===== config.mk =====
export PLATFORM = sky130hd
export DESIGN_NAME = fpnew_slice_out_arbiter
export DESIGN_NICKNAME = d
export VERILOG_FILES = /design/src/rtl/fpnew_slice_out_arbiter.sv
export SDC_FILE = /design/constraint.sdc
export NUM_CORES = 1
export LEC_CHECK = 0
export BUFFER_PORTS_ARGS = -buffer_cell sky130_fd_sc_hd__buf_2
export CAP_MARGIN = 20
export CORE_MARGIN = 1
export CORE_UTILIZATION = 35
export CTS_CLUSTER_DIAMETER = 150
export DETAILED_ROUTE_END_ITERATION = 7
export HOLD_SLACK_MARGIN = 0.1
export PLACE_DENSITY = 0.63
export SYNTH_ARGS = -nofsm -noshare
export SYNTH_HDL_FRONTEND = slang
export SYNTH_SLANG_ARGS = --single-unit
export TNS_END_PERCENT = 10

===== constraint.sdc =====
create_clock -name clk_i -period 3.47 [get_ports clk_i]
set_clock_uncertainty 0.2 [all_clocks]
set_input_delay 0.5205 -clock clk_i [delete_from_list [all_inputs] [get_ports clk_i]]
set_output_delay 0.5205 -clock clk_i [all_outputs]
set_load 0.01 [all_outputs]

===== src/rtl/fpnew_slice_out_arbiter.sv =====
// Round-robin merge of the per-format slice outputs of an opgroup into a
// 2-entry result FIFO that feeds the FPU top-level output arbiter.
module fpnew_slice_out_arbiter #(
  parameter int unsigned NumSlices = 4,
  parameter int unsigned Width     = 64,
  parameter type         TagType   = logic
) (
  input  logic                            clk_i,
  input  logic                            rst_ni,
  input  logic [NumSlices-1:0][Width-1:0] slice_result_i,
  input  logic [NumSlices-1:0][4:0]       slice_status_i,
  input  logic [NumSlices-1:0]            slice_ext_bit_i,
  input  TagType [NumSlices-1:0]          slice_tag_i,
  input  logic [NumSlices-1:0]            slice_valid_i,
  output logic [NumSlices-1:0]            slice_ready_o,
  input  logic [NumSlices-1:0]            slice_busy_i,
  input  logic                            flush_i,
  output logic [Width-1:0]                result_o,
  output logic [4:0]                      status_o,
  output logic                            extension_bit_o,
  output TagType                          tag_o,
  output logic                            out_valid_o,
  input  logic                            out_ready_i,
  output logic                            busy_o
);

  localparam int unsigned IdxW = (NumSlices > 1) ? $clog2(NumSlices) : 1;

  logic [1:0]            count_q, count_d;
  logic                  rd_ptr_q, rd_ptr_d;
  logic                  wr_ptr_q, wr_ptr_d;
  logic [IdxW-1:0]       prio_q, prio_d;
  logic [1:0][Width-1:0] result_q, result_d;
  logic [1:0][4:0]       status_q, status_d;
  logic [1:0]            ext_q, ext_d;
  TagType [1:0]          tag_q, tag_d;

  logic [NumSlices-1:0]  grant;
  logic [IdxW-1:0]       grant_idx;
  logic                  grant_found;
  logic                  hit;
  int unsigned           cand;
  logic                  full, empty, push, pop;

  // Search upward from the priority pointer, wrapping, for the first valid slice.
  always_comb begin
    grant       = '0;
    grant_idx   = '0;
    grant_found = 1'b0;
    hit         = 1'b0;
    cand        = 32'd0;
    for (int unsigned k = 0; k < NumSlices; k++) begin
      cand        = (32'(prio_q) + k >= NumSlices) ? (32'(prio_q) + k - NumSlices)
                                                   : (32'(prio_q) + k);
      hit         = ~grant_found & slice_valid_i[IdxW'(cand)];
      grant_idx   = hit ? IdxW'(cand) : grant_idx;
      grant_found = grant_found | hit;
    end
    grant[grant_idx] = grant_found;
  end

  assign full          = (count_q == 2'd2);
  assign empty         = (count_q == 2'd0);
  assign slice_ready_o = grant & {NumSlices{~full & ~flush_i}};
  assign push          = |(slice_valid_i & slice_ready_o);
  assign pop           = ~empty & out_ready_i & ~flush_i;

  // FIFO write/read bookkeeping and priority update.
  always_comb begin
    count_d  = count_q;
    rd_ptr_d = rd_ptr_q;
    wr_ptr_d = wr_ptr_q;
    prio_d   = prio_q;
    result_d = result_q;
    status_d = status_q;
    ext_d    = ext_q;
    tag_d    = tag_q;
    if (flush_i) begin
      count_d  = 2'd0;
      rd_ptr_d = 1'b0;
      wr_ptr_d = 1'b0;
    end else begin
      if (push) begin
        result_d[wr_ptr_q] = slice_result_i[grant_idx];
        status_d[wr_ptr_q] = slice_status_i[grant_idx];
        ext_d[wr_ptr_q]    = slice_ext_bit_i[grant_idx];
        tag_d[wr_ptr_q]    = slice_tag_i[grant_idx];
        wr_ptr_d           = ~wr_ptr_q;
        prio_d             = (32'(grant_idx) + 32'd1 >= NumSlices) ? '0
                                                                   : grant_idx + IdxW'(1);
      end else begin
        wr_ptr_d = wr_ptr_q;
      end
      if (pop) begin
        rd_ptr_d = ~rd_ptr_q;
      end else begin
        rd_ptr_d = rd_ptr_q;
      end
      case ({push, pop})
        2'b10:   count_d = count_q + 2'd1;
        2'b01:   count_d = count_q - 2'd1;
        default: count_d = count_q;
      endcase
    end
  end

  // State registers; storage is cleared on reset so nothing stale survives.
  always_ff @(posedge clk_i) begin
    if (!rst_ni) begin
      count_q  <= 2'd0;
      rd_ptr_q <= 1'b0;
      wr_ptr_q <= 1'b0;
      prio_q   <= '0;
      result_q <= '0;
      status_q <= '0;
      ext_q    <= 2'b00;
      tag_q    <= '0;
    end else begin
      count_q  <= count_d;
      rd_ptr_q <= rd_ptr_d;
      wr_ptr_q <= wr_ptr_d;
      prio_q   <= prio_d;
      result_q <= result_d;
      status_q <= status_d;
      ext_q    <= ext_d;
      tag_q    <= tag_d;
    end
  end

  // Head slot is masked to zero when empty.
  assign out_valid_o     = ~empty;
  assign result_o        = empty ? '0   : result_q[rd_ptr_q];
  assign status_o        = empty ? 5'd0 : status_q[rd_ptr_q];
  assign extension_bit_o = empty ? 1'b0 : ext_q[rd_ptr_q];
  assign tag_o           = empty ? '0   : tag_q[rd_ptr_q];
  assign busy_o          = ~empty | (|slice_busy_i);

endmodule

==> results of run 1 <==
worst max-delay path, delay by kind of cell, from the launching register on:
kind,cells,cell delay (ns)
buf+inv,2,0.80
simple gates,3,0.54
flops,1,0.43
compound gates,1,0.18
metal layers:
layer  track usage  vias to the layer above  part of all wire  routed length [µm]
met2         0.328                      268              0.49               11600
met1         0.236                     3712              0.44               10600
met5             0                        -                 0                   0
li1              -                     4002                 -                   -
met3        0.0363                       23             0.053                1270
met4        0.0596                        0             0.015                 355
layout by cell type, fill, tap and decap left out, types with 2 or more instances in the layout:
master / n
nand2b_1: 3
mux2_2: 71
o22ai_1: 142
clkbuf_16: 17
o21ai_0: 2
buf_12: 7
clkinvlp_4: 3
nor2_1: 76
inv_6: 3
buf_2: 371
bufinv_16: 2
nor2b_1: 4
mux2i_1: 214
clkbuf_8: 2
nand2_2: 2
nand2_1: 147
nor3_1: 2
buf_4: 12
ha_1: 2
clkinv_2: 2
nor4_1: 3
inv_1: 2
a21oi_1: 5
or3_1: 2
dfxtp_1: 147
xor2_1: 2
stage by stage:
| step | hold slack [ns] | area [µm²] | total power [mW] | setup WS [ns] |
|---|---|---|---|---|
| floorplan | 0.245 | 8410 | 3.24 | 0.0302 |
| global placement | 0.253 | 10500 | 3.68 | 0.212 |
| detailed placement | 0.257 | 10500 | 3.70 | 0.144 |
| CTS | 0.268 | 11100 | 5.58 | 0.333 |
| global route | 0.283 | 11100 | 5.84 | 0.179 |
| finish | 0.268 | 11100 | 5.52 | 0.354 |
layout make-up:
class,count,area (µm²),area share
clock buffers,19,453,0.0409
inverters,2,7.51,0.000678
clock inverters,13,145,0.0131
multi-input cells,694,5010,0.453
repair buffers,390,2090,0.189
well taps,319,399,0.0361
flip-flops and latches,148,2970,0.268
final timing paths:
check,start,endpoint,cells after the start
max,prio_q[0]$_SDFFE_PN0N_,slice_ready_o[2],6
min,result_q[111]$_SDFFE_PN0P_,result_q[111]$_SDFFE_PN0P_,2
max reg2reg,prio_q[0]$_SDFFE_PN0N_,count_q[1]$_SDFFE_PP0P_,10
min reg2reg,result_q[111]$_SDFFE_PN0P_,result_q[111]$_SDFFE_PN0P_,2
cells by family after synthesis:
family	after synthesis
compound gates	158
flops	148
simple gates	246
mux	285
xor+xnor	3
fa+ha+maj	2
buf+inv	85
power groups by stage:
stage	Combinational [mW]	Sequential, mW	Clock [mW]
final	1.67	1.99	1.87
after global routing	1.83	2.01	1.99
after floorplan	1.25	1.99	0
after detailed placement	1.68	2.02	0
after CTS	1.69	1.98	1.91
after global placement	1.66	2.02	0
flip-flops by register name (all words and copies together), names as in the netlist:
register,cells
result_q,128
status_q,10
count_q,2
ext_q,2
prio_q,2
tag_q,2
rd_ptr_q,1
wr_ptr_q,1
==> out/results.ini, run 1 <==
[routing]
drcViolationCount = 0
vias = 8005
dr.pass1.iters = 4
routedWlPerCell_um = 15.1
drtIter0Drc = 288
ant_nets = 0
wl_mm = 23.9
avgViaCountPerCell = 5.05

[synth]
ys_ff_latch = 148
yosys.area_share.xor_xnor = 0.00312
synth_top_family_by_area = multiplexers
synth.cell_area_um2 = 8410
async_flop_share = 0
synth_edf_count = 0
synthDominantCellAreaShare = 0.352
yosysUniqueCellTypes = 38
synth_nets = 1225
synth_most_common_cell = mux2i_1
synth-compound-area-share = 0.119
syn_area_per_cell_um2 = 9.08
synthTopCellsByCount = mux2i_1, dfxtp_1, nand2_1
yosysSeqAreaShare = 0.352
netlist_instances = 927
synth_warnings = 0
yosysTopAreaCell = dfxtp_1
synthMuxAreaShare = 0.350
yosys-top-cells-area = dfxtp_1, mux2i_1, o22ai_1, mux2_2, nand2_1
synth_fa_ha_area_frac = 0.00297
synth-simple-area-share = 0.118
synth_ff_type = dfxtp_1

[critical_path]
cpPeakStageDelay_ns = 0.66
cp_max_fo = 144
crit_chain = nand2b_1 -> and2b_1 -> o32a_2 -> buf_12 -> and3_1 -> buf_2
rrSetupSlack_ns = 0.39
start_kind = register
crit_type = register to output port
arrival_ns = 2.40
crit_slowest_cell = buf_12
cp.required_ns = 2.75
crit_path_end_kind = output port

[grt]
grt.total_usage = 0.190
grt_max_degree = 145
grt_pass1_wl_mm = 37.5
antenna_found_initial = 0
overflow = 0
grt_pass1_vias = 7543

[run_status]
status = finished, final reports clean

[clocking]
cts-buffers-inserted = 17
cts_tree = done
path_clk_slew_ns = 0.06
hold_buffers = 0
htree_levels = 4
cts_resized = 0
clk_latency_ns = 0.42
cts_max_path_buffers = 2
root_buffer = clkbuf_16
postCtsSetupBuffers = 0
cts_sinks = 148

[timing]
finalCriticalPeriod_ns = 3.12
slew_violations = 0
slew_headroom = 0.360
rsz0062_at_grt = false
post-route-period-util = 0.898
finalHoldViolations = 0
worst_pin_slew_ns = 0.961
fin_tns_setup_ns = 0
setup_violations = 0
timing.fmax_mhz = 321

[die]
die_width_um = 157
die_area_um2 = 24700
die_h_um = 157
core_um2 = 23500
io_pins = 373
start_util = 0.357
rows = 56

[power]
p_switching_mw = 1.72
ir_drop_mv = 0.278
switching_share = 0.311
power_frac_seq = 0.360
clkPwrFrac = 0.338
p_leak_nw = 4.69
p_per_area_nw_per_um2 = 499
power_frac_comb = 0.302
p_int_mw = 3.81

[placed_design]
io_buffers = 372
hpwl_mm = 16.2
routabilityCongestion = 0.817
place_inst = 1553

[cells_and_area]
fillerInstances = 2285
n_antenna_cell = 0
areaGrowthSynthToFinish_pct = 31.6
final_cells = 1585
postLayoutCoreUtil = 0.470
drive_above_1_share = 0.396
nNetsFinal = 1551

[worst_hold_path]
hold_path.class = register to register

[job]
maxCapViolCount = 0

(Power assumes the default switching activity.)
==> run 2: changes to the inputs <==
Settings changed: ABC_AREA set to 1, PLACE_DENSITY 0.63 to 0.61.
==> out/results.ini, run 2 <==
[cells_and_area]
layout_common_cells = nand2_1, buf_2, nor2_1  ; was buf_2, mux2i_1, nand2_1, dfxtp_1, o22ai_1
seq_area_um2 = 2970  ; about the same
multiInputGateArea_um2 = 5700  ; was 5010 µm²
final_cells = 2550  ; was 1585
final_common_cell = nand2_1  ; was buf_2
drive_above_1_share = 0.202  ; was 0.396
reg_top3 = result_q: 128 flops, status_q: 10 flops  ; unchanged
areaGrowthSynthToFinish_pct = 27.7  ; was 31.6%
top_register = result_q  ; unchanged
largest_register_ffs = 128  ; unchanged
fillerInstances = 2980  ; was 2285
n_antenna_cell = 0  ; unchanged
nNetsFinal = 2463  ; was 1551

[synth]
synth_edf_count = 0  ; unchanged
synth_warnings = 0  ; unchanged
yosysUniqueCellTypes = 25  ; was 38
async_flop_share = 0  ; unchanged
ys_ff_latch = 148  ; unchanged
synth_most_common_cell = nand2_1  ; was mux2i_1
synth_nets = 2165  ; was 1225
synthTopCellsByCount = nand2_1, nor2_1, inv_1  ; was mux2i_1, dfxtp_1, nand2_1
yosysSeqAreaShare = 0.303  ; was 0.352
yosysTopAreaCell = nand2_1  ; was dfxtp_1
syn_area_per_cell_um2 = 5.25  ; was 9.08 µm²
yosys-top-cells-area = nand2_1, dfxtp_1, nor2_1, inv_1, a21oi_1  ; was dfxtp_1, mux2i_1, o22ai_1, mux2_2, nand2_1
netlist_instances = 1867  ; was 927
synthDominantCellAreaShare = 0.372  ; was 0.352
synth.cell_area_um2 = 9790  ; was 8410 µm²
synth_ff_type = dfxtp_1  ; unchanged

[run_status]
status = finished, final reports clean  ; unchanged

[power]
clkPwrFrac = 0.175  ; was 0.338
power_frac_comb = 0.611  ; was 0.302
power_frac_seq = 0.213  ; was 0.360
p_leak_nw = 7.59  ; was 4.69 nW
total_power_mw = 10.9  ; was 5.52 mW
switching_share = 0.504  ; was 0.311
p_switching_mw = 5.51  ; was 1.72 mW
p_per_area_nw_per_um2 = 873  ; was 499 nW/µm²
p_int_mw = 5.42  ; was 3.81 mW
ir_drop_mv = 0.846  ; was 0.278 mV

[die]
rows = 60  ; was 56
start_util = 0.360  ; was 0.357
die_area_um2 = 28700  ; was 24700 µm²
io_pins = 373  ; unchanged
die_width_um = 169  ; was 157 µm
core_um2 = 27200  ; was 23500 µm²
die_h_um = 169  ; was 157 µm

[grt]
met3_usage = 0.0357  ; was 0.0363
grt_pass1_wl_mm = 46.2  ; was 37.5 mm
grt.total_usage = 0.195  ; was 0.190
met1_usage = 0.241  ; was 0.236
antenna_found_initial = 0  ; unchanged
overflow = 0  ; unchanged
met2_usage = 0.342  ; was 0.328
grt_max_degree = 143  ; was 145
grt-busiest-layer = met2  ; unchanged
grt_pass1_vias = 9957  ; was 7543

[timing]
slew_headroom = 0.475  ; was 0.360
post-route-period-util = 0.914  ; was 0.898
slew_violations = 0  ; unchanged
fin_tns_setup_ns = 0  ; unchanged
rsz0062_at_grt = false  ; unchanged
worst_pin_slew_ns = 0.787  ; was 0.961 ns
setup_violations = 0  ; unchanged
finalCriticalPeriod_ns = 3.17  ; was 3.12 ns
timing.fmax_mhz = 315  ; was 321 MHz
finalHoldViolations = 0  ; unchanged

[clocking]
clk_latency_ns = 0.42  ; about the same
path_clk_slew_ns = 0.06  ; about the same
cts_sinks = 148  ; unchanged
hold_buffers = 0  ; unchanged
cts_max_path_buffers = 2  ; unchanged
cts-buffers-inserted = 17  ; unchanged
root_buffer = clkbuf_16  ; unchanged
cts_tree = done  ; unchanged
htree_levels = 4  ; unchanged

[job]
maxCapViolCount = 0  ; unchanged

[routing]
drcViolationCount = 0  ; unchanged
avgViaCountPerCell = 4.42  ; was 5.05
routedWlPerCell_um = 11.1  ; was 15.1 µm
wl_mm = 28.2  ; was 23.9 mm
ant_nets = 0  ; unchanged
vias = 11300  ; was 8005
dr.pass1.iters = 6  ; was 4
drtIter0Drc = 564  ; was 288

[critical_path]
cp_max_fo = 73  ; was 144
arrival_ns = 2.45  ; was 2.40 ns
worstSetupStartpoint = prio_q[0]$_SDFFE_PN0N_  ; unchanged
start_kind = register  ; unchanged
reg2reg_from = prio_q[0]$_SDFFE_PN0N_  ; unchanged
crit_path_end_kind = output port  ; unchanged
cp.required_ns = 2.75  ; about the same
crit_type = register to output port  ; unchanged

[worst_hold_path]
min_from = out_ready_i  ; was result_q[111]$_SDFFE_PN0P_
hold_path.class = primary input to register  ; was register to register

[placed_design]
routabilityCongestion = 0.806  ; was 0.817
io_buffers = 372  ; unchanged
place_inst = 2518  ; was 1553
hpwl_mm = 19.8  ; was 16.2 mm

## run 2: per-layer routing
metal,share of wire,wire [µm],up-vias
li1,-,-,6125
met1,0.46,12900,4860
met2,0.48,13400,260
met3,0.049,1390,26
met4,0.019,524,0
met5,0,0,-
## run 2: critical path, cell delays in order (launching register included)
cell      delay, ns
dfxtp_2        0.44
inv_2          0.12
nand2_1        0.10
nand2_1        0.07
o21ai_1        0.17
inv_1          0.09
nand3_1        0.17
nand3_4        0.10
clkbuf_8       0.35
nor3b_1        0.25
buf_2          0.16
## run 2: worst paths after layout
| kind | end | slack (ns) | cells past startpoint |
|---|---|---|---|
| worst max register to register | count_q[1]$_SDFFE_PP0P_ | 0.58 | 20 |
| worst min register to register | result_q[19]$_SDFFE_PN0P_ | 0.31 | 4 |
| worst max-delay path | slice_ready_o[1] | 0.30 | 10 |
| worst min-delay path | rd_ptr_q$_SDFFE_PP0P_ | 0.20 | 3 |
## run 2: kinds of logic (layout without fill, tap and decap cells)
group | count (synthesis) | in the layout | synth area share
DFF | 148 | 148 | 0.303
xor gates and xnor gates | 1 | 1 | 0.000895
AOI/OAI and AO/OA | 151 | 151 | 0.0773
buffers and inverters | 280 | 591 | 0.119
adders and majority gates | 2 | 2 | 0.00255
and+or+nand+nor | 1285 | 1285 | 0.497
## run 2: timing repair
| item | in CTS | in global routing |
|---|---|---|
| setup buffers | 0 | 0 |
| resized for setup | 1 | 3 |
| pin swaps | 0 | 0 |
| setup endpoints to repair | 2 | 2 |
## run 2: area by class of cell
class | instances | area share
Multi-Input combinational cell | 1439 | 0.455
Sequential cell | 148 | 0.237
Timing Repair Buffer | 394 | 0.171
Inverter | 165 | 0.0497
Clock buffer | 20 | 0.0382
Tap cell | 372 | 0.0372
Clock inverter | 12 | 0.0112
## run 2: power groups by stage
stage | logic [mW] | clock network [mW] | registers [mW]
global route | 7.81 | 2.05 | 2.38
global placement | 6.66 | 0 | 2.35
floorplan | 5.25 | 0 | 2.31
detailed placement | 6.73 | 0 | 2.37
finish | 6.68 | 1.92 | 2.33
CTS | 6.77 | 1.97 | 2.33
## run 2: stage by stage
stage / utilization / area (µm²) / setup WS (ns) / hold slack [ns]
floorplan: - / 9790 / 0.230 / 0.280
global placement: 0.437 / 11900 / 0.409 / 0.292
detailed placement: 0.437 / 11900 / 0.388 / 0.294
CTS: 0.460 / 12500 / 0.107 / 0.171
global route: 0.460 / 12500 / 0.0496 / 0.188
finish: 0.460 / 12500 / 0.299 / 0.195
==> run 3: changes to the inputs <==
Settings changed: GPL_TIMING_DRIVEN set to 0, PLACE_DENSITY 0.61 to 0.58.
Clock period 3.47 ns to 3.8 ns, I/O delays scaled along.
==> out/results.ini, run 3 (synthesized netlist as in run 2, its figures left out) <==
[clocking]
cts_max_path_buffers = 2  ; unchanged
cts_sinks = 148  ; unchanged
path_clk_slew_ns = 0.06  ; about the same
htree_levels = 4  ; unchanged
root_buffer = clkbuf_16  ; unchanged
clk_latency_ns = 0.43  ; was 0.42 ns
cts_tree = done  ; unchanged
cts-buffers-inserted = 17  ; unchanged

[routing]
wl_mm = 37.9  ; was 28.2 mm
drcViolationCount = 0  ; unchanged
dr.pass1.iters = 5  ; was 6
vias = 11900  ; was 11300
ant_nets = 0  ; unchanged
avgViaCountPerCell = 4.52  ; was 4.42
met1_length_mm = 17.4  ; was 12.9 mm
wl_met3_mm = 2.06  ; was 1.39 mm
routedWlPerCell_um = 14.4  ; was 11.1 µm
drtIter0Drc = 698  ; was 564
routed.top_layer = met5  ; was met4
dr_wl_met2_mm = 17.7  ; was 13.4 mm

[critical_path]
arrival_ns = 3.66  ; was 2.45 ns
cp_max_fo = 17  ; was 73
r2r_end = result_q[110]$_SDFFE_PN0P_  ; was count_q[1]$_SDFFE_PP0P_
rr_worst_depth = 20  ; unchanged
reg2reg_from = prio_q[0]$_SDFFE_PN0N_  ; unchanged
cp.required_ns = 3.92  ; was 2.75 ns
start_kind = register  ; unchanged
crit_type = register to register  ; was register to output port
crit_path_end_kind = register  ; was output port
rrSetupSlack_ns = 0.26  ; was 0.58 ns

[cells_and_area]
n_antenna_cell = 0  ; unchanged
final_common_cell = nand2_1  ; unchanged
fillerInstances = 3120  ; was 2980
final_cells = 2642  ; was 2550
top_register = result_q  ; unchanged
drive_above_1_share = 0.205  ; was 0.202
nNetsFinal = 2555  ; was 2463
reg_top3 = result_q: 128 flops, status_q: 10 flops  ; unchanged
areaGrowthSynthToFinish_pct = 30.3  ; was 27.7%
layout_common_cells = nand2_1, buf_2, nor2_1  ; unchanged
largest_register_ffs = 128  ; unchanged

[worst_hold_path]
holdPathStages = 4  ; was 3
min_from = flush_i  ; was out_ready_i
hold_path.class = primary input to register  ; unchanged
hold_end = rd_ptr_q$_SDFFE_PP0P_  ; unchanged

[timing]
slew_headroom = 0.386  ; was 0.475
rsz0062_at_grt = false  ; unchanged
setup_violations = 0  ; unchanged
slew_violations = 0  ; unchanged
hold_ws_ns = 0.260  ; was 0.195 ns
post-route-period-util = 0.933
finalHoldViolations = 0  ; unchanged
finalCriticalPeriod_ns = 3.54
worst_pin_slew_ns = 0.920  ; was 0.787 ns
timing.fmax_mhz = 282

[die]
io_pins = 373  ; unchanged
die_width_um = 169  ; unchanged
rows = 60  ; unchanged
die_area_um2 = 28700  ; unchanged
die_h_um = 169  ; unchanged
core_um2 = 27200  ; unchanged
start_util = 0.360  ; unchanged

[placed_design]
io_buffers = 371  ; was 372
routabilityCongestion = 0.838  ; was 0.806
hpwl_mm = 28.7  ; was 19.8 mm
place_inst = 2610  ; was 2518

[grt]
antenna_found_initial = 1  ; was 0
grt.total_usage = 0.261  ; was 0.195
grt_pass1_wl_mm = 57.8  ; was 46.2 mm
grt_pass1_vias = 10800  ; was 9957
grt_max_degree = 18  ; was 143
overflow = 0  ; unchanged

[power]
p_int_mw = 5.15  ; was 5.42 mW
clkPwrFrac = 0.167  ; was 0.175
ir_drop_mv = 0.368  ; was 0.846 mV
switching_share = 0.527  ; was 0.504
power_frac_comb = 0.639  ; was 0.611
power_frac_seq = 0.194  ; was 0.213
p_leak_nw = 7.70  ; was 7.59 nW
total_power_mw = 10.9  ; about the same
p_switching_mw = 5.74  ; was 5.51 mW
p_per_area_nw_per_um2 = 853  ; was 873 nW/µm²

[run_status]
status = finished, final reports clean  ; unchanged

[job]
maxCapViolCount = 0  ; unchanged

run 3: final cells by class:
cell class	instances	area, µm²	share of cell area
clock inverter	13	181	0.0142
tap	372	465	0.0365
buffer	113	537	0.0421
timing repair buffer	373	1870	0.147
sequential	148	2960	0.232
inverter	165	632	0.0495
multi-input combinational	1439	5670	0.444
clock buffer	19	443	0.0347
run 3: power groups by stage:
stage	logic [mW]	registers, mW	clock network [mW]
finish	6.96	2.11	1.82
global route	7.98	2.15	1.90
floorplan	4.79	2.11	0
CTS	7.00	2.11	1.84
detailed placement	6.94	2.15	0
global placement	6.88	2.13	0
run 3: worst max-delay path, cell delays in order, from the launching register on:
cell,delay (ns)
dfxtp_1,0.35
buf_4,0.18
nand2_1,0.06
nand2_1,0.13
nand2_1,0.07
nand2_1,0.09
nand2_1,0.08
nand3_1,0.14
nand3_4,0.21
clkinv_8,0.19
buf_2,0.24
ha_1,0.17
inv_1,0.04
nor2_1,0.11
nand2_1,0.11
nand3_2,0.13
nand2_2,0.20
buf_4,0.27
buf_4,0.20
nor2_1,0.15
nor2_1,0.07
run 3: worst max-delay path by stage:
stage / end / startpoint / slack [ns] / cells after the start
final: result_q[110]$_SDFFE_PN0P_ / prio_q[0]$_SDFFE_PN0N_ / 0.26 / 20
after global routing: result_q[95]$_SDFFE_PN0P_ / prio_q[0]$_SDFFE_PN0N_ / 0.008 / 20
after CTS: slice_ready_o[1] / prio_q[0]$_SDFFE_PN0N_ / 0.11 / 14
after detailed placement: result_q[125]$_SDFFE_PN0P_ / slice_valid_i[3] / -0.85 / 21
after global placement: result_q[125]$_SDFFE_PN0P_ / slice_valid_i[3] / -0.80 / 21
after floorplan: count_q[1]$_SDFFE_PP0P_ / slice_valid_i[2] / 0.51 / 22
run 3: routing by layer:
layer  global-route usage  vias to the layer above
met1                0.337                     5224
met3               0.0413                       39
met4               0.0772                        2
met5                    0                        -
met2                0.447                      360
li1                     -                     6309
run 3: repair_timing:
item / in CTS / in global routing
resized for setup: 4 / 2
setup endpoints to repair: 147 / 51
pin swaps: 1 / 0
setup buffers: 2 / 0
hold buffers: 0 / 0
run 3: stage by stage:
| stage | setup TNS (ns) | worst slack [ns] | util | instance area [µm²] |
|---|---|---|---|---|
| 3_5_place_dp | -118.37 | -0.854 | 0.446 | 12100 |
| 6_report | 0 | 0.256 | 0.470 | 12800 |
| 2_1_floorplan | 0 | 0.510 | - | 9790 |
| 5_1_grt | 0 | 0.00789 | 0.470 | 12800 |
| 3_3_place_gp | -109.74 | -0.804 | 0.446 | 12100 |
| 4_1_cts | 0 | 0.107 | 0.470 | 12800 |
